[src/rtl/interrupter_pulse_gen.sv]
// Multi-channel DRSSTC interrupter: per-channel period/on-time pulse train with burst
// modulation, on-time ceiling and minimum off-time clamps.
module interrupter_pulse_gen #(
    parameter int CH_NUM  = 2,
    parameter int PER_W   = 24,
    parameter int ON_W    = 16,
    parameter int BST_W   = 8,
    parameter int MAX_ON  = 8000,
    parameter int MIN_OFF = 400,
    localparam int CH_W   = (CH_NUM > 1) ? $clog2(CH_NUM) : 1
) (
    input  logic              i_clk,
    input  logic              i_res,
    input  logic [CH_NUM-1:0] i_en,
    input  logic              i_cfg_we,
    input  logic [CH_W-1:0]   i_cfg_ch,
    input  logic [PER_W-1:0]  i_cfg_per,
    input  logic [ON_W-1:0]   i_cfg_on,
    input  logic [BST_W-1:0]  i_cfg_bon,
    input  logic [BST_W-1:0]  i_cfg_boff,
    output logic [CH_NUM-1:0] o_pls,
    output logic [CH_NUM-1:0] o_active,
    output logic [CH_NUM-1:0] o_clip
);

    typedef enum logic [1:0] {ST_IDLE, ST_RUN, ST_GAP} state_t;

    localparam logic [PER_W:0] MIN_OFF_X = (PER_W+1)'(MIN_OFF);
    localparam logic [PER_W:0] MAX_ON_X  = (PER_W+1)'(MAX_ON);

    for (genvar g = 0; g < CH_NUM; g++) begin : g_ch
        logic             wr;
        logic [PER_W-1:0] sh_per_q, sh_per_d;
        logic [ON_W-1:0]  sh_on_q, sh_on_d;
        logic [BST_W-1:0] sh_bon_q, sh_bon_d, sh_boff_q, sh_boff_d;
        logic [PER_W-1:0] per_q, per_d;
        logic [ON_W-1:0]  one_q, one_d;
        logic [BST_W-1:0] bon_q, bon_d, boff_q, boff_d;
        state_t           st_q, st_d;
        logic [PER_W-1:0] cnt_q, cnt_d;
        logic [BST_W-1:0] bcnt_q, bcnt_d;
        logic             pls_q, pls_d, clip_q, clip_d;
        logic             wrap, load, clamp;
        logic [ON_W-1:0]  one_new;
        logic [PER_W:0]   per_x, on_x, lim, eff;
        logic [BST_W:0]   bnext;

        // Out-of-range channel numbers match no generate index and are dropped.
        assign wr = i_cfg_we && (i_cfg_ch == CH_W'(g));

        // Effective on-time from the post-write shadow so a write on a wrap cycle is taken directly.
        always_comb begin
            per_x   = {1'b0, sh_per_d};
            on_x    = (PER_W+1)'(sh_on_d);
            lim     = (per_x > MIN_OFF_X) ? (per_x - MIN_OFF_X) : '0;
            eff     = on_x;
            if (MAX_ON_X < eff) eff = MAX_ON_X;
            if (lim < eff)      eff = lim;
            one_new = ON_W'(eff);
            clamp   = (eff < on_x);
        end

        always_comb begin
            sh_per_d  = sh_per_q;
            sh_on_d   = sh_on_q;
            sh_bon_d  = sh_bon_q;
            sh_boff_d = sh_boff_q;
            if (wr) begin
                sh_per_d  = i_cfg_per;
                sh_on_d   = i_cfg_on;
                sh_bon_d  = i_cfg_bon;
                sh_boff_d = i_cfg_boff;
            end
        end

        always_comb begin
            st_d   = st_q;
            cnt_d  = cnt_q;
            bcnt_d = bcnt_q;
            per_d  = per_q;
            one_d  = one_q;
            bon_d  = bon_q;
            boff_d = boff_q;
            clip_d = clip_q;
            pls_d  = 1'b0;
            bnext  = {1'b0, bcnt_q} + 1'b1;
            wrap   = (st_q != ST_IDLE) && (cnt_q == per_q - 1'b1);
            load   = (st_q == ST_IDLE) || wrap;

            if (wr) clip_d = 1'b0;
            if (load) begin
                per_d  = sh_per_d;
                one_d  = one_new;
                bon_d  = sh_bon_d;
                boff_d = sh_boff_d;
                if (clamp) clip_d = 1'b1;
            end

            case (st_q)
                ST_IDLE: begin
                    cnt_d  = '0;
                    bcnt_d = '0;
                    if (i_en[g] && per_q != '0) st_d = ST_RUN;
                end
                default: begin
                    if (!i_en[g] || per_q == '0) begin
                        st_d   = ST_IDLE;
                        cnt_d  = '0;
                        bcnt_d = '0;
                    end else begin
                        pls_d = (st_q == ST_RUN) && (cnt_q < PER_W'(one_q));
                        if (wrap) begin
                            cnt_d = '0;
                            if (st_q == ST_RUN) begin
                                if (bon_q == '0) begin
                                    bcnt_d = '0;
                                end else if (bnext >= {1'b0, bon_q}) begin
                                    bcnt_d = '0;
                                    if (boff_q != '0) st_d = ST_GAP;
                                end else begin
                                    bcnt_d = bnext[BST_W-1:0];
                                end
                            end else begin
                                if (boff_q == '0 || bnext >= {1'b0, boff_q}) begin
                                    bcnt_d = '0;
                                    st_d   = ST_RUN;
                                end else begin
                                    bcnt_d = bnext[BST_W-1:0];
                                end
                            end
                        end else begin
                            cnt_d = cnt_q + 1'b1;
                        end
                    end
                end
            endcase
        end

        always_ff @(posedge i_clk) begin
            if (i_res) begin
                sh_per_q  <= '0;
                sh_on_q   <= '0;
                sh_bon_q  <= '0;
                sh_boff_q <= '0;
                per_q     <= '0;
                one_q     <= '0;
                bon_q     <= '0;
                boff_q    <= '0;
                st_q      <= ST_IDLE;
                cnt_q     <= '0;
                bcnt_q    <= '0;
                pls_q     <= 1'b0;
                clip_q    <= 1'b0;
            end else begin
                sh_per_q  <= sh_per_d;
                sh_on_q   <= sh_on_d;
                sh_bon_q  <= sh_bon_d;
                sh_boff_q <= sh_boff_d;
                per_q     <= per_d;
                one_q     <= one_d;
                bon_q     <= bon_d;
                boff_q    <= boff_d;
                st_q      <= st_d;
                cnt_q     <= cnt_d;
                bcnt_q    <= bcnt_d;
                pls_q     <= pls_d;
                clip_q    <= clip_d;
            end
        end

        assign o_pls[g]    = pls_q;
        assign o_active[g] = (st_q != ST_IDLE);
        assign o_clip[g]   = clip_q;
    end

endmodule

[config.mk]
export PLATFORM = sky130hd
export DESIGN_NAME = interrupter_pulse_gen
export DESIGN_NICKNAME = d
export VERILOG_FILES = /design/src/rtl/interrupter_pulse_gen.sv
export SDC_FILE = /design/constraint.sdc
export NUM_CORES = 1
export LEC_CHECK = 0
export CAP_MARGIN = 20
export CORE_MARGIN = 2
export CORE_UTILIZATION = 60
export DETAILED_ROUTE_END_ITERATION = 10
export PLACE_DENSITY = 0.79
export SYNTH_ARGS = -nofsm -noshare
export SYNTH_HDL_FRONTEND = slang
export SYNTH_SLANG_ARGS = --single-unit
export TNS_END_PERCENT = 1
[constraint.sdc]
create_clock -name i_clk -period 21.4 [get_ports i_clk]
set_clock_uncertainty 0.1 [all_clocks]
set_input_delay 2.14 -clock i_clk [delete_from_list [all_inputs] [get_ports i_clk]]
set_output_delay 2.14 -clock i_clk [all_outputs]
set_load 0.02 [all_outputs]
==> Yosys cells after proc, flatten, opt, wreduce, memory -nomap -nowiden <==
Cells that the tools add are included.
{ "totals": {"ff_bits": 296, "latch_bits": 0, "ramBits": 0, "mem_bits_ro": 0, "in_bits": 62, "output_inout_bits": 6, "elab_cells": 147, "n_memories": 0} }
{ "classes": {"n_addsub": 8, "mul": 0, "n_div": 0, "order_cmp": 14, "eq_ne": 12, "n_shift": 0, "n_mux": 46, "bitwise_logic": 1, "n_reduce_logical": 40} }
{ "op_table": {"columns": ["operator", "count"], "rows": [
  ["2-to-1 mux 25 bit", 4],
  ["2-to-1 mux 8 bit", 12],
  ["2-to-1 mux 16 bit", 4],
  ["< comparator 25 x 16 -> 1 bit", 2],
  ["< comparator 25 bit", 2],
  ["subtractor 24 x 9 -> 25 bit (second input constant)", 2],
  ["adder 24 x 1 -> 24 bit (second input constant)", 2],
  ["== test 24 bit", 2],
  ["> comparator 24 x 9 -> 1 bit (second input constant)", 2],
  ["logical NOT 24 bit", 2],
  ["< comparator 24 x 16 -> 1 bit", 2],
  ["2-to-1 mux 24 bit", 2],
  ["nonzero test 24 bit", 2],
  ["subtractor 24 x 1 -> 24 bit (second input constant)", 2],
  ["greater-or-equal comparator 9 x 8 -> 1 bit", 4],
  ["2-to-1 mux 2 bit", 18],
  ["logical NOT 8 bit", 4],
  ["< comparator 13 x 16 -> 1 bit (first input constant)", 2],
  ["adder 8 x 1 -> 9 bit (second input constant)", 2],
  ["!= test 4 x 3 -> 1 bit (second input constant)", 4],
  ["nonzero test 8 bit", 2],
  ["AND reduction 6 bit", 2],
  ["logical AND 1 bit", 8],
  ["!= test 4 bit (second input constant)", 2],
  ["other kinds (12)", 31]
]} }

==> Logic depth before layout (Yosys ltp) <==
Gate-level depths: netlist of the first run.
{ "depth": {"depth_word": 10, "mapped_depth": 34, "ltp_nobuf": 30} }

==> Worst setup path before layout of the first run <==
Ideal clock, no wire load.
{ "synth_path": {"path_kind": "input-to-reg", "start": "input i_cfg_ch", "end": "register g_ch[0].clip_q", "t_arrival_ns": 8.319, "slack_ns": 12.896, "path_stages": 33, "path_cell_list": "nand2b_1 -> clkbuf_1 -> buf_2 -> buf_2 -> buf_1 -> mux2i_1 -> inv_1 -> ha_1 -> nand2_1 -> nand4bb_1 -> a21oi_1 -> clkbuf_1 -> nor2_1 -> ha_1 -> a21oi_1 -> o21a_1 -> o221ai_1 -> o41a_1 -> o221a_2 -> nor3_2 -> buf_4 -> nand2_1 -> nand2_1 -> ha_1 -> a21o_1 -> a21o_1 -> a21oi_1 -> o21ai_0 -> o211ai_1 -> nor2_1 -> a21oi_1 -> o31ai_1 -> a211oi_1"} }
{ "synth_between": {"elab_chain_cells": 10, "elab_cells_between_ends": 15} }
{ "synth_rtl": {"columns": ["element", "line_no", "rtl"], "rows": [
  ["from (decl)", "16", "input logic [CH_W-1:0] i_cfg_ch,"],
  ["NOT 1 bit (*)", "49", "assign wr = i_cfg_we && (i_cfg_ch == CH_W'(g));"],
  ["logical AND 1 bit (*)", "49", null],
  ["2-to-1 mux 24 bit (*)", "68", "if (wr) begin"],
  ["named net g_ch[0].sh_per_d[4]", "33", "logic [PER_W-1:0] sh_per_q, sh_per_d;"],
  ["subtractor 24 x 9 -> 25 bit or > comparator 24 x 9 -> 1 bit (tied branches)", "55", "lim = (per_x > MIN_OFF_X) ? (per_x - MIN_OFF_X) : '0;"],
  ["2-to-1 mux 25 bit (*)", "55", null],
  ["< comparator 25 bit", "58", "if (lim < eff) eff = lim;"],
  ["2-to-1 mux 25 bit (*)", "58", null],
  ["named net g_ch[0].eff[2]", "45", "logic [PER_W:0] per_x, on_x, lim, eff;"],
  ["< comparator 25 x 16 -> 1 bit (*)", "60", "clamp = (eff < on_x);"],
  ["2-to-1 mux 1 bit (*)", "96", "if (clamp) clip_d = 1'b1;"],
  ["2-to-1 mux 1 bit (*)", "91", "if (load) begin"],
  ["to (signal assigned)", "167", "clip_q <= clip_d;"],
  ["to (decl)", "42", "logic pls_q, pls_d, clip_q, clip_d;"]
]} }
Mark *: on every way through the listed nets, which the timed path passes. The rest lies on a longest branch.
A chain may end at the register's enable or synchronous reset.

==> Worst setup path in the final report of the first run <==
{ "layout_path": {"start": "input i_cfg_ch", "end": "register g_ch[0].clip_q"} }
{ "layout_between": {"elab_chain_cells": 10, "elab_cells_between_ends": 15} }
{ "layout_rtl": {"columns": ["element", "line_no"], "rows": [
  ["NOT 1 bit (*)", "49"],
  ["logical AND 1 bit (*)", "49"],
  ["2-to-1 mux 24 bit or 2-to-1 mux 16 bit (tied branches)", "68"],
  ["subtractor 24 x 9 -> 25 bit, or another cell as far along", "55"],
  ["2-to-1 mux 25 bit or 2-to-1 mux 16 bit (tied branches)", "55, 57"],
  ["< comparator 25 bit", "58"],
  ["2-to-1 mux 25 bit (*)", "58"],
  ["named net g_ch[0].eff[6]", "45"],
  ["< comparator 25 x 16 -> 1 bit (*)", "60"],
  ["2-to-1 mux 1 bit (*)", "96"],
  ["2-to-1 mux 1 bit (*)", "91"]
]} }
Marked as above.

==> flow_summary.json, run 1 <==
{
  "outcome": "finished, final reports clean",
  "cp_top_family": "compound AO/OA/AOI/OAI gates",
  "via_per_inst": 5.97,
  "rsz0062_at_grt": "no",
  "die-height_um": 177,
  "setup_violations": 0,
  "syn2layout_area_growth_pct": 10.6,
  "worstPathArrival_ps": 10200,
  "synthArstFlopShare_pct": 0,
  "overflow": 0,
  "ctsRootBufferMaster": "clkbuf_16",
  "synth_edf_count": 0,
  "reg2reg_from": "g_ch[0].sh_per_q[5]",
  "die-area_um2": 31200,
  "drive_gt1_share_pct": 7.02,
  "critPathMaxFanout": 67,
  "std_cell_rows": 63,
  "fin_tns_setup_ps": 0,
  "ys_seq_elements": 296,
  "ys_warn_count": 0,
  "critPathRequiredTime_ps": 21730,
  "power.density_nw_per_um2": 79.7,
  "finalNonFillerCells": 2541,
  "hold_buffers": 0,
  "cp.buffers_inverters": 4,
  "wl_per_cell_um": 18.0,
  "ys_types": 79,
  "grt_pass1_vias": 14291,
  "netlist_instances": 2116,
  "drc_errors": 0,
  "drtPass1Iterations": 5,
  "dpl.cell_count": 2480,
  "fmax_mhz": 101,
  "critPathLaunchType": "input pin",
  "grt_util_all_layers_pct": 29.2,
  "grt_max_degree": 99,
  "dieWidth_um": 177,
  "syn_area_um2": 17900,
  "yosysSeqAreaShare_pct": 33.1,
  "cp_slowest_cell": "buf_4",
  "hold_violations": 0,
  "crit_type": "input pin to flip-flop",
  "r2r_slack_ps": 14750,
  "min_path_type": "flip-flop to flip-flop",
  "cts.reportedPaths.clkPinSlew_ps": 60,
  "cp-endpoint": "g_ch[0].clip_q",
  "max_cap_violations": 0,
  "maxSlewHeadroom_pct": 29.3,
  "grt_pass1_wl_um": 74200,
  "cts_setup_buffers": 0,
  "vias": 15174,
  "worstMarginPinSlew_ps": 1060,
  "endpoint_kind": "flip-flop",
  "leakagePower_nw": 8.49,
  "ioPinCount": 68,
  "r2r_end": "g_ch[0].clip_q",
  "nFillCells": 2435,
  "ctsLongestPathBuffers": 3,
  "antenna_found_initial": 1,
  "cts_buffers": 34,
  "core-area_um2": 29500,
  "cts_tree": "done",
  "peakVddDrop_uv": 56.2,
  "postRouteAntennaNets": 0,
  "port_buffers": 67,
  "clk_latency_ps": 530,
  "max_stage_delay_ps": 790,
  "synth_flop_cell": "dfxtp_1",
  "cp-startpoint": "i_cfg_ch",
  "hpwl_um": 34800,
  "cts_resized": 0,
  "fin_nets": 2323,
  "cp_num_cells": 31,
  "syn_area_per_cell_um2": 8.46,
  "layout_min_cycle_time_ps": 9870,
  "start_util_pct": 60.7,
  "cts_max_level": 2,
  "drt_iter0_drc": 1177,
  "power.total_mw": 1.58,
  "globalplace.congestion": 0.914,
  "finalCritPeriodShare_pct": 46.1,
  "finalWirelength_um": 45800,
  "maxSlewViolCount": 0,
  "clock_sinks": 296,
  "r2r_cells": 28
}
worst min path at each step:
| stage | cells after the start | endpoint | start |
|---|---|---|---|
| floorplan | 1 | g_ch[0].one_q[13] | g_ch[0].one_q[13] |
| global placement | 2 | g_ch[1].sh_boff_q[6] | g_ch[1].sh_boff_q[6] |
| detailed placement | 2 | g_ch[1].one_q[10] | g_ch[1].one_q[10] |
| CTS | 2 | g_ch[0].bcnt_q[1] | g_ch[0].bcnt_q[1] |
| global route | 1 | g_ch[0].one_q[13] | g_ch[0].one_q[13] |
| finish | 2 | g_ch[1].one_q[10] | g_ch[1].one_q[10] |
tightest hold or removal path: cells and delay by family (launching register included):
family	cells	cell delay, ps
muxes	1	60
and+or+nand+nor	1	70
DFF	1	330
final cells by class:
cell class / count / area (µm²) / share of cell area [%]
clock inverters: 14 / 133 / 0.670
inverters: 104 / 390 / 1.97
diodes: 1 / 2.50 / 0.0126
flip-flops and latches: 296 / 5930 / 29.9
well taps: 390 / 488 / 2.46
multi-input cells: 1612 / 11100 / 56.1
repair buffers: 79 / 769 / 3.89
clock buffers: 45 / 992 / 5.01
where the power goes:
| group | switching [mW] | internal (mW) | total (mW) |
|---|---|---|---|
| clock network | 0.239 | 0.341 | 0.580 |
| registers | 0.0301 | 0.585 | 0.615 |
| logic | 0.226 | 0.158 | 0.384 |
synth_stat cells (13+ instances only):
library cell | n | share of area, %
nor2_1 | 399 | 8.4
dfxtp_1 | 296 | 33
mux2i_1 | 150 | 8.4
ha_1 | 134 | 9.4
inv_1 | 104 | 2.2
nand2_1 | 93 | 1.9
xnor2_1 | 71 | 3.5
xor2_1 | 67 | 3.3
a21oi_1 | 64 | 1.8
a211oi_1 | 62 | 2.6
clkbuf_1 | 61 | 1.3
nand3_1 | 57 | 1.6
nor3_1 | 48 | 1.3
o21ai_0 | 40 | 1.1
a21o_1 | 37 | 1.6
a211oi_2 | 34 | 2.4
nand2b_1 | 31 | 1.1
nor4_1 | 29 | 1.0
nand4_1 | 28 | 0.98
and3_1 | 22 | 0.77
buf_2 | 20 | 0.56
nor2b_1 | 20 | 0.70
mux2_2 | 17 | 1.1
or2_2 | 15 | 0.52
or3_1 | 15 | 0.52
a211o_1 | 13 | 0.64
sequential cells by signal, indices dropped and copies added (netlist names):
register / count
g_ch.st_q: 4
g_ch.sh_per_q: 48
g_ch.bon_q: 16
g_ch.pls_q: 2
g_ch.bcnt_q: 16
g_ch.clip_q: 2
g_ch.per_q: 48
g_ch.sh_bon_q: 16
g_ch.sh_boff_q: 16
g_ch.sh_on_q: 32
g_ch.cnt_q: 48
g_ch.one_q: 32
g_ch.boff_q: 16
cells by family after synthesis:
family	synth area share, %
multiplexers	9.45
AND/OR/NAND/NOR	21.5
adder cells (fa/ha/maj)	9.36
flip-flops	33.1
other	0.0209
AO/OA/AOI/OAI	14.7
XOR/XNOR	6.75
buffers and inverters	5.11
stage by stage:
stage | hold slack [ps] | utilization, % | setup slack [ps] | instance area (µm²)
2_1_floorplan | 349 | - | 12900 | 17900
3_3_place_gp | 377 | 63.3 | 11370 | 18700
3_5_place_dp | 383 | 63.3 | 11220 | 18700
4_1_cts | 395 | 67.1 | 11670 | 19800
5_1_grt | 421 | 67.2 | 10980 | 19800
6_report | 392 | 67.2 | 11530 | 19800
layout by cell type, fill, tap and decap left out, types with 11 or more instances in the layout:
| cell | count |
|---|---|
| a211o_1 | 13 |
| a211oi_1 | 62 |
| a211oi_2 | 34 |
| a21o_1 | 37 |
| a21oi_1 | 64 |
| and2_1 | 12 |
| and3_1 | 22 |
| buf_4 | 11 |
| clkbuf_16 | 34 |
| clkdlybuf4s50_1 | 66 |
| dfxtp_1 | 296 |
| ha_1 | 134 |
| inv_1 | 104 |
| mux2_2 | 17 |
| mux2i_1 | 150 |
| nand2_1 | 91 |
| nand2b_1 | 30 |
| nand3_1 | 57 |
| nand4_1 | 28 |
| nor2_1 | 399 |
| nor2b_1 | 20 |
| nor3_1 | 48 |
| nor4_1 | 29 |
| o21ai_0 | 40 |
| o31ai_1 | 11 |
| or2_2 | 15 |
| or3_1 | 15 |
| or4_1 | 12 |
| xnor2_1 | 71 |
| xor2_1 | 67 |
layer usage:
| layer | vias to the layer above | track usage [%] | share of wire [%] |
|---|---|---|---|
| met4 | 0 | 5.85 | 1.6 |
| met5 | - | 0 | 0 |
| met2 | 390 | 48.5 | 46 |
| met1 | 7249 | 41.0 | 47 |
| li1 | 7473 | - | - |
| met3 | 62 | 3.16 | 5.6 |
No activity file was read; power rests on OpenSTA's default activity.
==> inputs of run 2 (changes only) <==
Settings changed: CORE_UTILIZATION 60 to 56, PLACE_DENSITY 0.79 to 0.77.
Clock period 21.4 ns to 8.4 ns, I/O delays scaled along.
==> run 2 against run 1 <==
Effect of this change: setup slack got worse by 10000 ps; first-iteration DRC count rose by 3.0%; total power rose to 2.6 times the previous value; die area rose by 7.0%.
==> flow_summary.json, run 2 (synthesized netlist as in run 1, its figures left out) <==
{
  "antenna_found_initial": 2,
  "nFillCells": 2730,
  "drtPass1Iterations": 5,
  "clk_latency_ps": 510,
  "reg2reg_from": "g_ch[0].sh_per_q[5]",
  "grt_pass1_vias": 14882,
  "globalplace.congestion": 0.961,
  "cts.reportedPaths.clkPinSlew_ps": 60,
  "vias": 15253,
  "grt_pass1_wl_um": 75900,
  "power.total_mw": 4.11,
  "core-area_um2": 31600,
  "power.density_nw_per_um2": 206,
  "layout_min_cycle_time_ps": 7320,
  "peakVddDrop_uv": 116,
  "fin_nets": 2331,
  "cpMostUsedCell": "a21oi_1",
  "port_buffers": 67,
  "worstMarginPinSlew_ps": 1060,
  "overflow": 0,
  "hold_violations": 0,
  "cts_tree": "done",
  "maxSlewHeadroom_pct": 28.7,
  "outcome": "finished, final reports clean",
  "finalWirelength_um": 46100,
  "finalCritPeriodShare_pct": 87.2,
  "layout_commonest_cell": "nor2_1",
  "max_cap_violations": 0,
  "ctsLongestPathBuffers": 3,
  "start_util_pct": 56.7,
  "via_per_inst": 5.95,
  "wl_per_cell_um": 18.0,
  "min_to": "g_ch[0].one_q[14]",
  "cts_setup_buffers": 0,
  "endpoint_kind": "flip-flop",
  "drc_errors": 0,
  "drive_gt1_share_pct": 6.95,
  "syn2layout_area_growth_pct": 11.3,
  "critPathMaxFanout": 31,
  "worstPathArrival_ps": 7650,
  "grt_util_all_layers_pct": 27.6,
  "reg_top3": "g_ch.cnt_q (48), g_ch.per_q (48), g_ch.sh_per_q (48)",
  "r2r_cells": 30,
  "drt_iter0_drc": 1212,
  "std_cell_rows": 65,
  "r2r_end": "g_ch[0].clip_q",
  "die-height_um": 183,
  "clock_sinks": 296,
  "fin_tns_setup_ps": 0,
  "ctsRootBufferMaster": "clkbuf_16",
  "crit_type": "input pin to flip-flop",
  "fmax_mhz": 137,
  "min_path_type": "flip-flop to flip-flop",
  "critPathRequiredTime_ps": 8730,
  "max_stage_delay_ps": 650,
  "hpwl_um": 34300,
  "dieWidth_um": 183,
  "fin_hold_ws_ps": 386,
  "cts_max_level": 2,
  "min_path_cells": 1,
  "leakagePower_nw": 8.55,
  "cts_resized": 0,
  "setup_violations": 0,
  "maxSlewViolCount": 0,
  "postRouteAntennaNets": 0,
  "critPathLaunchType": "input pin",
  "rsz0062_at_grt": "no",
  "cp_slowest_cell": "clkdlybuf4s50_1",
  "final_cell_mix": "nor2_1 (399), dfxtp_1 (296), mux2i_1 (150), ha_1 (134), inv_1 (104)",
  "die-area_um2": 33400,
  "hp-start": "g_ch[0].one_q[14]",
  "cts_buffers": 34,
  "hold_buffers": 0,
  "ioPinCount": 68,
  "r2r_slack_ps": 2280,
  "grt_max_degree": 86
}
run 2: cell count changes in the layout (fill, tap and decap cells not counted), moves of 3 or more:
cell        before  now
clkbuf_8        10    6
inv_6            3    0
clkbuf_16       34   37
buf_4           11   19
clkbuf_1         1   11
clkinvlp_4       3    0
bufinv_16        1    4
run 2: metal layers:
| metal | up-vias | share of wire, % | global-route usage [%] |
|---|---|---|---|
| li1 | 7491 | - | - |
| met3 | 81 | 5.8 | 4.05 |
| met2 | 395 | 46 | 45.9 |
| met5 | - | 0 | 0 |
| met4 | 0 | 2.3 | 7.39 |
| met1 | 7286 | 46 | 37.6 |
run 2: report_power, final:
part	switching (mW)	internal, mW	leakage, nW
sequential	0.0749	1.49	2.42
clock	0.583	0.978	0.576
combinational	0.573	0.404	5.56
total	1.23	2.87	8.55
run 2: cell type report:
cell class                 count  area [µm²]  area share, %
multi-input combinational   1612       11100           55.7
sequential                   296        5930           29.7
clock buffer                  54        1050           5.27
timing repair buffer          87         830           4.16
tap                          402         503           2.52
inverter                     104         390           1.96
clock inverter                 6         130          0.653
antenna                        2        5.00         0.0251
run 2: worst max-delay path: cells and delay by family:
kind | cells | cell delay [ps]
multiplexers | 1 | 200
adder cells (fa/ha/maj) | 2 | 590
AO/OA/AOI/OAI | 14 | 2830
AND/OR/NAND/NOR | 8 | 1440
buffers and inverters | 5 | 1700
run 2: metrics by stage:
step	cells	instance area [µm²]	utilization (%)	setup WS [ps]
final	2563	19900	63.2	1080
after global routing	2562	19900	63.2	492
after CTS	2560	19900	63.1	1180
after detailed placement	2500	18700	59.4	643
after global placement	2500	18700	59.4	859
after floorplan	2121	17900	-	1200
run 2: worst max-delay path by stage:
stage,cells after the start,start,to,slack [ps]
after floorplan,33,i_cfg_ch,g_ch[0].clip_q,1200
after global placement,30,i_cfg_ch,g_ch[0].clip_q,860
after detailed placement,32,i_cfg_ch,g_ch[0].clip_q,640
after CTS,32,i_cfg_ch,g_ch[0].clip_q,1180
after global routing,30,i_cfg_ch,g_ch[0].clip_q,490
final,30,i_cfg_ch,g_ch[0].clip_q,1080
